$ cat config.mk
export PLATFORM = sky130hd
export DESIGN_NAME = data_store_buffer_flat
export DESIGN_NICKNAME = d
export VERILOG_FILES = /design/src/rtl/data_store_buffer_pkg.sv /design/src/rtl/data_store_buffer_if.sv /design/src/rtl/data_store_buffer_match.sv /design/src/rtl/data_store_buffer.sv /design/src/flat_wrapper.sv
export SDC_FILE = /design/constraint.sdc
export NUM_CORES = 1
export LEC_CHECK = 0
export CORE_AREA = 4 4 186 188
export DETAILED_ROUTE_END_ITERATION = 8
export DIE_AREA = 0 0 190 192
export GPL_TIMING_DRIVEN = 0
export PLACE_DENSITY = 0.87
export SKIP_CTS_REPAIR_TIMING = 1
export SYNTH_ARGS = -nofsm -noshare
export SYNTH_HDL_FRONTEND = slang
export SYNTH_SLANG_ARGS = --single-unit
export TNS_END_PERCENT = 1
$ cat constraint.sdc
create_clock -name clk -period 6 [get_ports clk]
set_input_delay 1.5 -clock clk [delete_from_list [all_inputs] [get_ports clk]]
set_output_delay 1.5 -clock clk [all_outputs]
set_load 0.01 [all_outputs]
$ cat src/rtl/data_store_buffer_pkg.sv
// Shared widths, buffer depth and port-arbitration encoding for the data-side
// store buffer and its data memory.
package data_store_buffer_pkg;

    localparam int DSB_DATA_WIDTH = 32;
    localparam int DSB_ADDR_WIDTH = 32;
    localparam int DSB_DEPTH      = 4;

    typedef enum logic [1:0] {
        ARB_IDLE  = 2'd0,
        ARB_LOAD  = 2'd1,
        ARB_DRAIN = 2'd2
    } arb_e;

    // Pointer width for a power-of-two FIFO; never narrower than one bit.
    function automatic int ptr_width(input int depth);
        return (depth > 1) ? $clog2(depth) : 1;
    endfunction

    localparam int PTR_W = ptr_width(DSB_DEPTH);

endpackage

$ cat src/rtl/data_store_buffer_if.sv
// MEM-stage request/response and memory-port signals of the store buffer.
// slave is the buffer's view; master is the view of the pipeline plus RAM.
interface data_store_buffer_if
    import data_store_buffer_pkg::*;
#(
    parameter int DATA_WIDTH = DSB_DATA_WIDTH,
    parameter int ADDR_WIDTH = DSB_ADDR_WIDTH
);
    logic                  st_valid;
    logic                  st_ready;
    logic [ADDR_WIDTH-1:0] st_addr;
    logic [DATA_WIDTH-1:0] st_data;

    logic                  ld_valid;
    logic [ADDR_WIDTH-1:0] ld_addr;
    logic [DATA_WIDTH-1:0] ld_data;
    logic                  ld_data_valid;

    logic                  flush;
    logic                  empty;

    logic                  mem_we;
    logic [ADDR_WIDTH-1:0] mem_addr;
    logic [DATA_WIDTH-1:0] mem_wdata;
    logic [DATA_WIDTH-1:0] mem_rdata;

    modport slave (
        input  st_valid, st_addr, st_data,
        input  ld_valid, ld_addr,
        input  flush,
        input  mem_rdata,
        output st_ready, ld_data, ld_data_valid, empty,
        output mem_we, mem_addr, mem_wdata
    );

    modport master (
        output st_valid, st_addr, st_data,
        output ld_valid, ld_addr,
        output flush,
        output mem_rdata,
        input  st_ready, ld_data, ld_data_valid, empty,
        input  mem_we, mem_addr, mem_wdata
    );

endinterface

$ cat src/rtl/data_store_buffer_match.sv
// Combinational youngest-match search over the valid store-buffer entries,
// walking from head (oldest) toward tail so the last hit wins.
module data_store_buffer_match
    import data_store_buffer_pkg::*;
#(
    parameter int DATA_WIDTH = DSB_DATA_WIDTH,
    parameter int ADDR_WIDTH = DSB_ADDR_WIDTH,
    parameter int DEPTH      = DSB_DEPTH,
    localparam int PW        = ptr_width(DEPTH),
    localparam int CW        = PW + 1
) (
    input  logic [ADDR_WIDTH-1:0] entry_addr [DEPTH],
    input  logic [DATA_WIDTH-1:0] entry_data [DEPTH],
    input  logic [PW-1:0]         head,
    input  logic [CW-1:0]         count,
    input  logic [ADDR_WIDTH-1:0] query_addr,
    output logic                  hit,
    output logic [DATA_WIDTH-1:0] hit_data
);

    // Indexed by age offset from head, not by physical slot.
    logic [DEPTH-1:0]      off_match;
    logic [DATA_WIDTH-1:0] off_data [DEPTH];

    genvar gi;
    generate
        for (gi = 0; gi < DEPTH; gi++) begin : g_off
            logic [PW-1:0] slot;
            logic          live;

            assign slot           = head + PW'(gi);
            assign live           = CW'(gi) < count;
            assign off_match[gi]  = live && (entry_addr[slot] == query_addr);
            assign off_data[gi]   = entry_data[slot];
        end
    endgenerate

    always_comb begin
        hit      = 1'b0;
        hit_data = '0;
        for (int i = 0; i < DEPTH; i++) begin
            if (off_match[i]) begin
                hit      = 1'b1;
                hit_data = off_data[i];
            end
        end
    end

endmodule

$ cat src/rtl/data_store_buffer.sv
// In-order store buffer in front of a single-port data RAM: loads own the port
// and are forwarded from buffered stores; stores drain on every load-free cycle.
module data_store_buffer
    import data_store_buffer_pkg::*;
#(
    parameter int DATA_WIDTH = DSB_DATA_WIDTH,
    parameter int ADDR_WIDTH = DSB_ADDR_WIDTH,
    parameter int DEPTH      = DSB_DEPTH
) (
    input logic                clk,
    input logic                reset,
    data_store_buffer_if.slave bus
);

    localparam int PW = ptr_width(DEPTH);
    localparam int CW = PW + 1;

    logic [ADDR_WIDTH-1:0] entry_addr_reg [DEPTH];
    logic [DATA_WIDTH-1:0] entry_data_reg [DEPTH];

    logic [PW-1:0]         head_reg;
    logic [PW-1:0]         head_next;
    logic [PW-1:0]         tail_reg;
    logic [PW-1:0]         tail_next;
    logic [CW-1:0]         count_reg;
    logic [CW-1:0]         count_next;

    arb_e                  arb;
    logic                  push;
    logic                  pop;

    logic                  fwd_hit;
    logic [DATA_WIDTH-1:0] fwd_data;

    logic                  ld_valid_reg;
    logic                  hit_reg;
    logic [DATA_WIDTH-1:0] fwd_data_reg;

    // Ready looks only at the registered count, so a full buffer never
    // accepts even when the same cycle drains an entry.
    assign bus.st_ready = count_reg < CW'(DEPTH);
    assign bus.empty    = (count_reg == '0);
    assign push         = bus.st_valid && bus.st_ready;

    always_comb begin
        arb = ARB_IDLE;
        if (bus.ld_valid) begin
            arb = ARB_LOAD;
        end else if (count_reg != '0) begin
            arb = ARB_DRAIN;
        end
    end

    assign pop = (arb == ARB_DRAIN);

    always_comb begin
        bus.mem_we    = 1'b0;
        bus.mem_addr  = '0;
        bus.mem_wdata = '0;
        case (arb)
            ARB_LOAD: begin
                bus.mem_addr = bus.ld_addr;
            end
            ARB_DRAIN: begin
                bus.mem_we    = 1'b1;
                bus.mem_addr  = entry_addr_reg[head_reg];
                bus.mem_wdata = entry_data_reg[head_reg];
            end
            default: begin
                bus.mem_we = 1'b0;
            end
        endcase
    end

    always_comb begin
        head_next  = head_reg;
        tail_next  = tail_reg;
        count_next = count_reg;
        if (push) begin
            tail_next = tail_reg + PW'(1);
        end
        if (pop) begin
            head_next = head_reg + PW'(1);
        end
        case ({push, pop})
            2'b10:   count_next = count_reg + CW'(1);
            2'b01:   count_next = count_reg - CW'(1);
            default: count_next = count_reg;
        endcase
    end

    always_ff @(posedge clk or negedge reset) begin
        if (!reset) begin
            head_reg  <= '0;
            tail_reg  <= '0;
            count_reg <= '0;
        end else begin
            head_reg  <= head_next;
            tail_reg  <= tail_next;
            count_reg <= count_next;
        end
    end

    // Entry payloads need no reset: count gates every use of them.
    genvar gi;
    generate
        for (gi = 0; gi < DEPTH; gi++) begin : g_entry
            always_ff @(posedge clk) begin
                if (push && (tail_reg == PW'(gi))) begin
                    entry_addr_reg[gi] <= bus.st_addr;
                    entry_data_reg[gi] <= bus.st_data;
                end
            end
        end
    endgenerate

    // Searches only entries already registered, so a store accepted alongside
    // the load is never visible to it.
    data_store_buffer_match #(
        .DATA_WIDTH (DATA_WIDTH),
        .ADDR_WIDTH (ADDR_WIDTH),
        .DEPTH      (DEPTH)
    ) u_match (
        .entry_addr (entry_addr_reg),
        .entry_data (entry_data_reg),
        .head       (head_reg),
        .count      (count_reg),
        .query_addr (bus.ld_addr),
        .hit        (fwd_hit),
        .hit_data   (fwd_data)
    );

    always_ff @(posedge clk or negedge reset) begin
        if (!reset) begin
            ld_valid_reg <= 1'b0;
            hit_reg      <= 1'b0;
            fwd_data_reg <= '0;
        end else begin
            ld_valid_reg <= bus.ld_valid;
            hit_reg      <= bus.ld_valid && fwd_hit;
            fwd_data_reg <= fwd_data;
        end
    end

    assign bus.ld_data_valid = ld_valid_reg;
    assign bus.ld_data       = !ld_valid_reg ? '0
                             : (hit_reg ? fwd_data_reg : bus.mem_rdata);

endmodule

$ cat src/flat_wrapper.sv
// flat-port wrapper written by rule: the top's interface ports become plain ports
module data_store_buffer_flat import data_store_buffer_pkg::*;
#(
    parameter int DATA_WIDTH = DSB_DATA_WIDTH,
    parameter int ADDR_WIDTH = DSB_ADDR_WIDTH,
    parameter int DEPTH      = DSB_DEPTH
)
  (clk, reset, bus_st_valid, bus_st_addr, bus_st_data, bus_ld_valid, bus_ld_addr, bus_flush, bus_mem_rdata, bus_st_ready, bus_ld_data, bus_ld_data_valid, bus_empty, bus_mem_we, bus_mem_addr, bus_mem_wdata);
  data_store_buffer_if #(.DATA_WIDTH(DATA_WIDTH), .ADDR_WIDTH(ADDR_WIDTH)) bus_i ();
  input logic clk;
  input logic reset;
  input wire logic [$bits(bus_i.st_valid)-1:0] bus_st_valid;
  input wire logic [$bits(bus_i.st_addr)-1:0] bus_st_addr;
  input wire logic [$bits(bus_i.st_data)-1:0] bus_st_data;
  input wire logic [$bits(bus_i.ld_valid)-1:0] bus_ld_valid;
  input wire logic [$bits(bus_i.ld_addr)-1:0] bus_ld_addr;
  input wire logic [$bits(bus_i.flush)-1:0] bus_flush;
  input wire logic [$bits(bus_i.mem_rdata)-1:0] bus_mem_rdata;
  output wire logic [$bits(bus_i.st_ready)-1:0] bus_st_ready;
  output wire logic [$bits(bus_i.ld_data)-1:0] bus_ld_data;
  output wire logic [$bits(bus_i.ld_data_valid)-1:0] bus_ld_data_valid;
  output wire logic [$bits(bus_i.empty)-1:0] bus_empty;
  output wire logic [$bits(bus_i.mem_we)-1:0] bus_mem_we;
  output wire logic [$bits(bus_i.mem_addr)-1:0] bus_mem_addr;
  output wire logic [$bits(bus_i.mem_wdata)-1:0] bus_mem_wdata;
  assign bus_i.st_valid = bus_st_valid;
  assign bus_i.st_addr = bus_st_addr;
  assign bus_i.st_data = bus_st_data;
  assign bus_i.ld_valid = bus_ld_valid;
  assign bus_i.ld_addr = bus_ld_addr;
  assign bus_i.flush = bus_flush;
  assign bus_i.mem_rdata = bus_mem_rdata;
  assign bus_st_ready = bus_i.st_ready;
  assign bus_ld_data = bus_i.ld_data;
  assign bus_ld_data_valid = bus_i.ld_data_valid;
  assign bus_empty = bus_i.empty;
  assign bus_mem_we = bus_i.mem_we;
  assign bus_mem_addr = bus_i.mem_addr;
  assign bus_mem_wdata = bus_i.mem_wdata;
  data_store_buffer #(.DATA_WIDTH(DATA_WIDTH), .ADDR_WIDTH(ADDR_WIDTH), .DEPTH(DEPTH)) u_core (.clk(clk), .reset(reset), .bus(bus_i));
endmodule
# Yosys cells after proc, flatten, opt, wreduce, memory -nomap -nowiden
# Index checks and enable logic that the tools add are counted.
# op_classes
order_cmp	9
n_eq_ne	11
mux	40
bitwise_logic	4
n_reduce_logical	14
n_addsub	6
# ops
operator	count
$mux W32	23
$bmux W32 S2	8
$eq A32 B32 Y1	4
$pmux W32 S2	1
$ge A3 B3 Y1 const B	4
$not A2 Y3	4
$logic_and A1 B1 Y1	10
$eq A2 B2 Y1 const B	4
$eq A2 B1 Y1 const B	3
$lt A1 B3 Y1 const A	2
$lt A2 B3 Y1 const A	2
$pmux W3 S2	1
$mux W1	5
$add A2 B1 Y2 const B	2
$add A2 B2 Y2 const B	2
$mux W2	2
$add A3 B1 Y3 const B	1
$logic_not A3 Y1	1
$lt A3 B3 Y1 const B	1
$reduce_bool A3 Y1	1
$sub A3 B1 Y3 const B	1
$logic_not A2 Y1	1
$reduce_bool A2 Y1	1
# word_totals
out_inout_bits	100
in_bits	133
elab_cells	98
regBits	297

# Depth between registers and ports, before layout
# depth
ltp_word	11
depth_mapped	16
depth_no_buf	9

# Cells and area by module
# A second synthesis with hierarchy kept.
# unflattened
hier_cells	1622
area_unflattened_um2	20184.4
# modules_own_cells
mod	seq_area_each_um2	area_per_inst_um2	n_inst	cells_each
data_store_buffer	8713.4	11561.1	1	554
data_store_buffer_match	0.0	8623.3	1	1068

# Least setup slack after synthesis
# No wires, ideal clock.
# synth_timing
path_type	input-to-output
from	input bus_ld_valid
to	output bus_mem_addr[10]
t_required_ns	4.500
path_buffers	3
path_stages	6
arrival_time_ns	2.820
slack_ns	1.680
path_cell_list	clkbuf_1 or2_2 clkbuf_1 inv_1 buf_1 a22o_1
# synth_between
elab_chain_len	3
elab_cells_between_ends	4
cone_classes	eq/ne: 2; mux: 2
# synth_lines
element	line	text
from (decl)	flat_wrapper.sv:15	input wire logic [$bits(bus_i.ld_valid)-1:0] bus_ld_valid;
$mux W2 (*)	data_store_buffer.sv:47	if (bus.ld_valid) begin
$eq A2 B2 Y1 or $eq A2 B1 Y1 (tied branches)	data_store_buffer.sv:60	case (arb)
$pmux W32 S2 (*)	data_store_buffer.sv:60	
to (decl)	flat_wrapper.sv:24	output wire logic [$bits(bus_i.mem_addr)-1:0] bus_mem_addr;
# Every way passes the cells marked *; elsewhere a longest branch is shown, timed or not.

# Final worst setup path
# layout_timing
from	register u_core.head_reg[0]
to	output bus_mem_addr[7]
# layout_between
elab_chain_len	5
# layout_lines
element	line	text
from (decl)	data_store_buffer.sv:21	logic [PW-1:0] head_reg;
from (signal assigned)	data_store_buffer.sv:98	head_reg <= head_next;
$not A2 Y3 (not written as such)	data_store_buffer.sv:66	bus.mem_addr = entry_addr_reg[head_reg];
$bmux W32 S2	data_store_buffer.sv:66	
$mux W32 (not written as such) (2 in a row)	data_store_buffer.sv:66	
$pmux W32 S2	data_store_buffer.sv:60	
# No other way between the ends. The select of a mux whose other input is x is not followed.

==> flow_summary.json <==
{
  "outcome": "finished, final reports clean",
  "dp_slack_ns": -0.367,
  "hold_viol_final": 0,
  "worstRegToRegCells": 14,
  "die_w_um": 190,
  "drtIter0Drc": 1966,
  "globalplace.congestion": 1.00,
  "cellLeakagePower_uw": 0.00792,
  "routed-via-count": 15709,
  "finalCriticalPeriod_ns": 5.93,
  "globalRouteTotalUtil": 0.370,
  "final_common_cell": "sky130_fd_sc_hd__edfxtp_1",
  "fp.dieH_um": 192,
  "start_util": 0.569,
  "holdPathStages": 1,
  "post-synth-top-area-fraction": 0.408,
  "placed_cells_incl_taps": 2201,
  "finalWirelength_um": 69300,
  "timing.critical_path.arrival_ns": 4.43,
  "drt_drc_violations_left": 0,
  "grt_pass1_wl_um": 101000,
  "finalSetupViolCount": 0,
  "area_growth_syn_to_layout_pct": 19.7,
  "post_synth_instance_area_um2": 18900,
  "postSynthCellCount": 1541,
  "grt_start_max_net_pins": 36,
  "worst_case_vdd_ir_drop_mv": 0.310,
  "timing.final.crit_share": 0.988,
  "clock_latency_ns": 0.59,
  "drive_gt1_frac": 0.175,
  "synthTopCellsByArea": "sky130_fd_sc_hd__edfxtp_1 41%, sky130_fd_sc_hd__mux2i_1 11%, sky130_fd_sc_hd__mux2_2 5.9%, sky130_fd_sc_hd__mux4_2 5.9%, sky130_fd_sc_hd__dfrtp_1 5.4%",
  "r2r_slack_ns": 0.88,
  "cts-buffers-inserted": 31,
  "worst_hold_check_slack_ns": 0.574,
  "slew_headroom": 0.324,
  "ioPinCount": 233,
  "grt_overflow_total": 0,
  "asyncSetResetFlopFracSynth": 0.138,
  "pwr_density_cell_nw_per_um2": 452,
  "min_to": "u_core.count_reg[0]",
  "max-clock-path-buffers": 3,
  "finClkSkew_ns": 0.0202,
  "antenna_violating_nets_post_route": 0,
  "rsz0062_at_grt": "true",
  "grt_antenna_before_repair": 1,
  "worst_setup_path_start_kind": "flop",
  "crit_type": "reg -> out",
  "synth_flop_type": "sky130_fd_sc_hd__edfxtp_1",
  "worst-endpoint-required_ns": 4.50,
  "fmax_mhz": 169,
  "worstReg2RegStart": "u_core.head_reg[1]",
  "netlist-cell-type-count": 71,
  "cts.reportedPaths.clkPinSlew_ns": 0.06,
  "avgSynthCellArea_um2": 12.2,
  "worst_setup_end_kind": "output pin",
  "drv_cap": 0,
  "timing.critical_path.from": "u_core.head_reg[0]",
  "drt_pass1_iterations": 6,
  "timing.hold.worst.start": "u_core.count_reg[0]",
  "level_count_of_the_clock_h_tree": 1,
  "crit_path_max_fanout": 28,
  "core_um2": 33100,
  "finalMaxSlewViolations": 0,
  "timing.rr.end": "u_core.fwd_data_reg[23]",
  "die_area_um2": 36500,
  "setup_total_negative_slack_ns": 0,
  "worst-slew-pin-transition_ns": 0.988,
  "wl_per_cell_um": 30.7,
  "synth-edff-count": 256,
  "synth_warnings": 0,
  "num-nets-final": 1924,
  "tritoncts_num_sinks": 297,
  "synth_sequential_area_ratio": 0.462,
  "syn_nets": 1682,
  "instances_no_fill": 2256,
  "floorplan_row_count": 67,
  "cts-root-buf": "sky130_fd_sc_hd__clkbuf_16",
  "leading_cell_types_in_the_layout_fill_and_taps_excluded": "256 x sky130_fd_sc_hd__edfxtp_1, 203 x sky130_fd_sc_hd__clkdlybuf4s50_1, 199 x sky130_fd_sc_hd__mux2i_1",
  "io_buffer_count": 205,
  "hpwl_um": 51200,
  "route.detailed.vias_per_inst": 6.96,
  "worst_hold_path_type": "reg -> reg",
  "netlist.top_cell.by_area": "sky130_fd_sc_hd__edfxtp_1",
  "cts_tree": "yes",
  "ys_seq_elements": 297,
  "setup_slack_ns": 0.0707,
  "first_global_vias": 15986
}
-- stage by stage --
stage / util / cell area [um^2] / total power [uW]
2_1_floorplan: - / 18900 / 6300
3_3_place_gp: 0.648 / 21500 / 8180
3_5_place_dp: 0.653 / 21600 / 8270
4_1_cts: 0.681 / 22500 / 10100
5_1_grt: 0.682 / 22600 / 10500
6_report: 0.682 / 22600 / 10200
-- power by group --
part / internal (uW) / total, uW / switching (uW)
Clock: 968 / 1790 / 825
Sequential: 2540 / 2690 / 154
Combinational: 2390 / 5720 / 3320
-- cells in the mapped netlist (23+ instances only) --
library cell / instances
sky130_fd_sc_hd__a211oi_1: 24
sky130_fd_sc_hd__a21oi_1: 26
sky130_fd_sc_hd__a22o_1: 30
sky130_fd_sc_hd__buf_1: 30
sky130_fd_sc_hd__buf_2: 26
sky130_fd_sc_hd__clkbuf_1: 69
sky130_fd_sc_hd__dfrtp_1: 41
sky130_fd_sc_hd__edfxtp_1: 256
sky130_fd_sc_hd__mux2_2: 98
sky130_fd_sc_hd__mux2i_1: 200
sky130_fd_sc_hd__mux4_2: 49
sky130_fd_sc_hd__nand2_1: 70
sky130_fd_sc_hd__nor2_1: 88
sky130_fd_sc_hd__nor2b_1: 36
sky130_fd_sc_hd__nor3_1: 27
sky130_fd_sc_hd__o21ai_0: 52
sky130_fd_sc_hd__o221a_2: 23
sky130_fd_sc_hd__xnor2_1: 85
sky130_fd_sc_hd__xor2_1: 23
-- kinds of logic after synthesis --
group / after synthesis / synth area share
mux: 353 / 0.228
compound gates: 314 / 0.132
flops: 297 / 0.462
simple gates: 295 / 0.0782
buf+inv: 166 / 0.0439
xor+xnor: 108 / 0.0502
fa+ha+maj: 8 / 0.00531
-- how the worst max path moves through the flow --
| stage | to | slack (ns) | depth (start not counted) |
|---|---|---|---|
| global placement | bus_mem_addr[31] | -0.35 | 12 |
| detailed placement | bus_mem_addr[31] | -0.37 | 12 |
| global route | bus_mem_addr[7] | -0.02 | 10 |
| CTS | bus_mem_addr[31] | -0.99 | 12 |
| finish | bus_mem_addr[7] | 0.07 | 10 |
| floorplan | bus_mem_addr[10] | 1.68 | 6 |
-- critical path: stages (launching register included) --
cell and delay [ns]:
sky130_fd_sc_hd__dfrtp_1 0.34, sky130_fd_sc_hd__buf_6 0.17, sky130_fd_sc_hd__buf_6 0.34, sky130_fd_sc_hd__buf_2 0.33
sky130_fd_sc_hd__buf_2 0.40, sky130_fd_sc_hd__clkbuf_1 0.46, sky130_fd_sc_hd__clkbuf_1 0.45, sky130_fd_sc_hd__clkbuf_2 0.37
sky130_fd_sc_hd__a21oi_1 0.10, sky130_fd_sc_hd__o21ai_0 0.26, sky130_fd_sc_hd__clkdlybuf4s50_1 0.60
-- layout make-up --
class | count | area (um^2)
Clock buffer | 37 | 818
Inverter | 18 | 67.6
Tap cell | 448 | 561
Multi-Input combinational cell | 1078 | 9340
Clock inverter | 20 | 103
Antenna cell | 1 | 2.50
Fill cell | 2379 | 10500
Sequential cell | 297 | 8710
Buffer | 145 | 785
Timing Repair Buffer | 212 | 2190
-- per-layer routing --
| metal | GRT usage | wire, um |
|---|---|---|
| met5 | 0 | 0 |
| met4 | 0.196 | 4350 |
| met2 | 0.638 | 33600 |
| met3 | 0.0625 | 6850 |
| met1 | 0.446 | 24600 |
No activity file was read; power rests on OpenSTA's default activity.
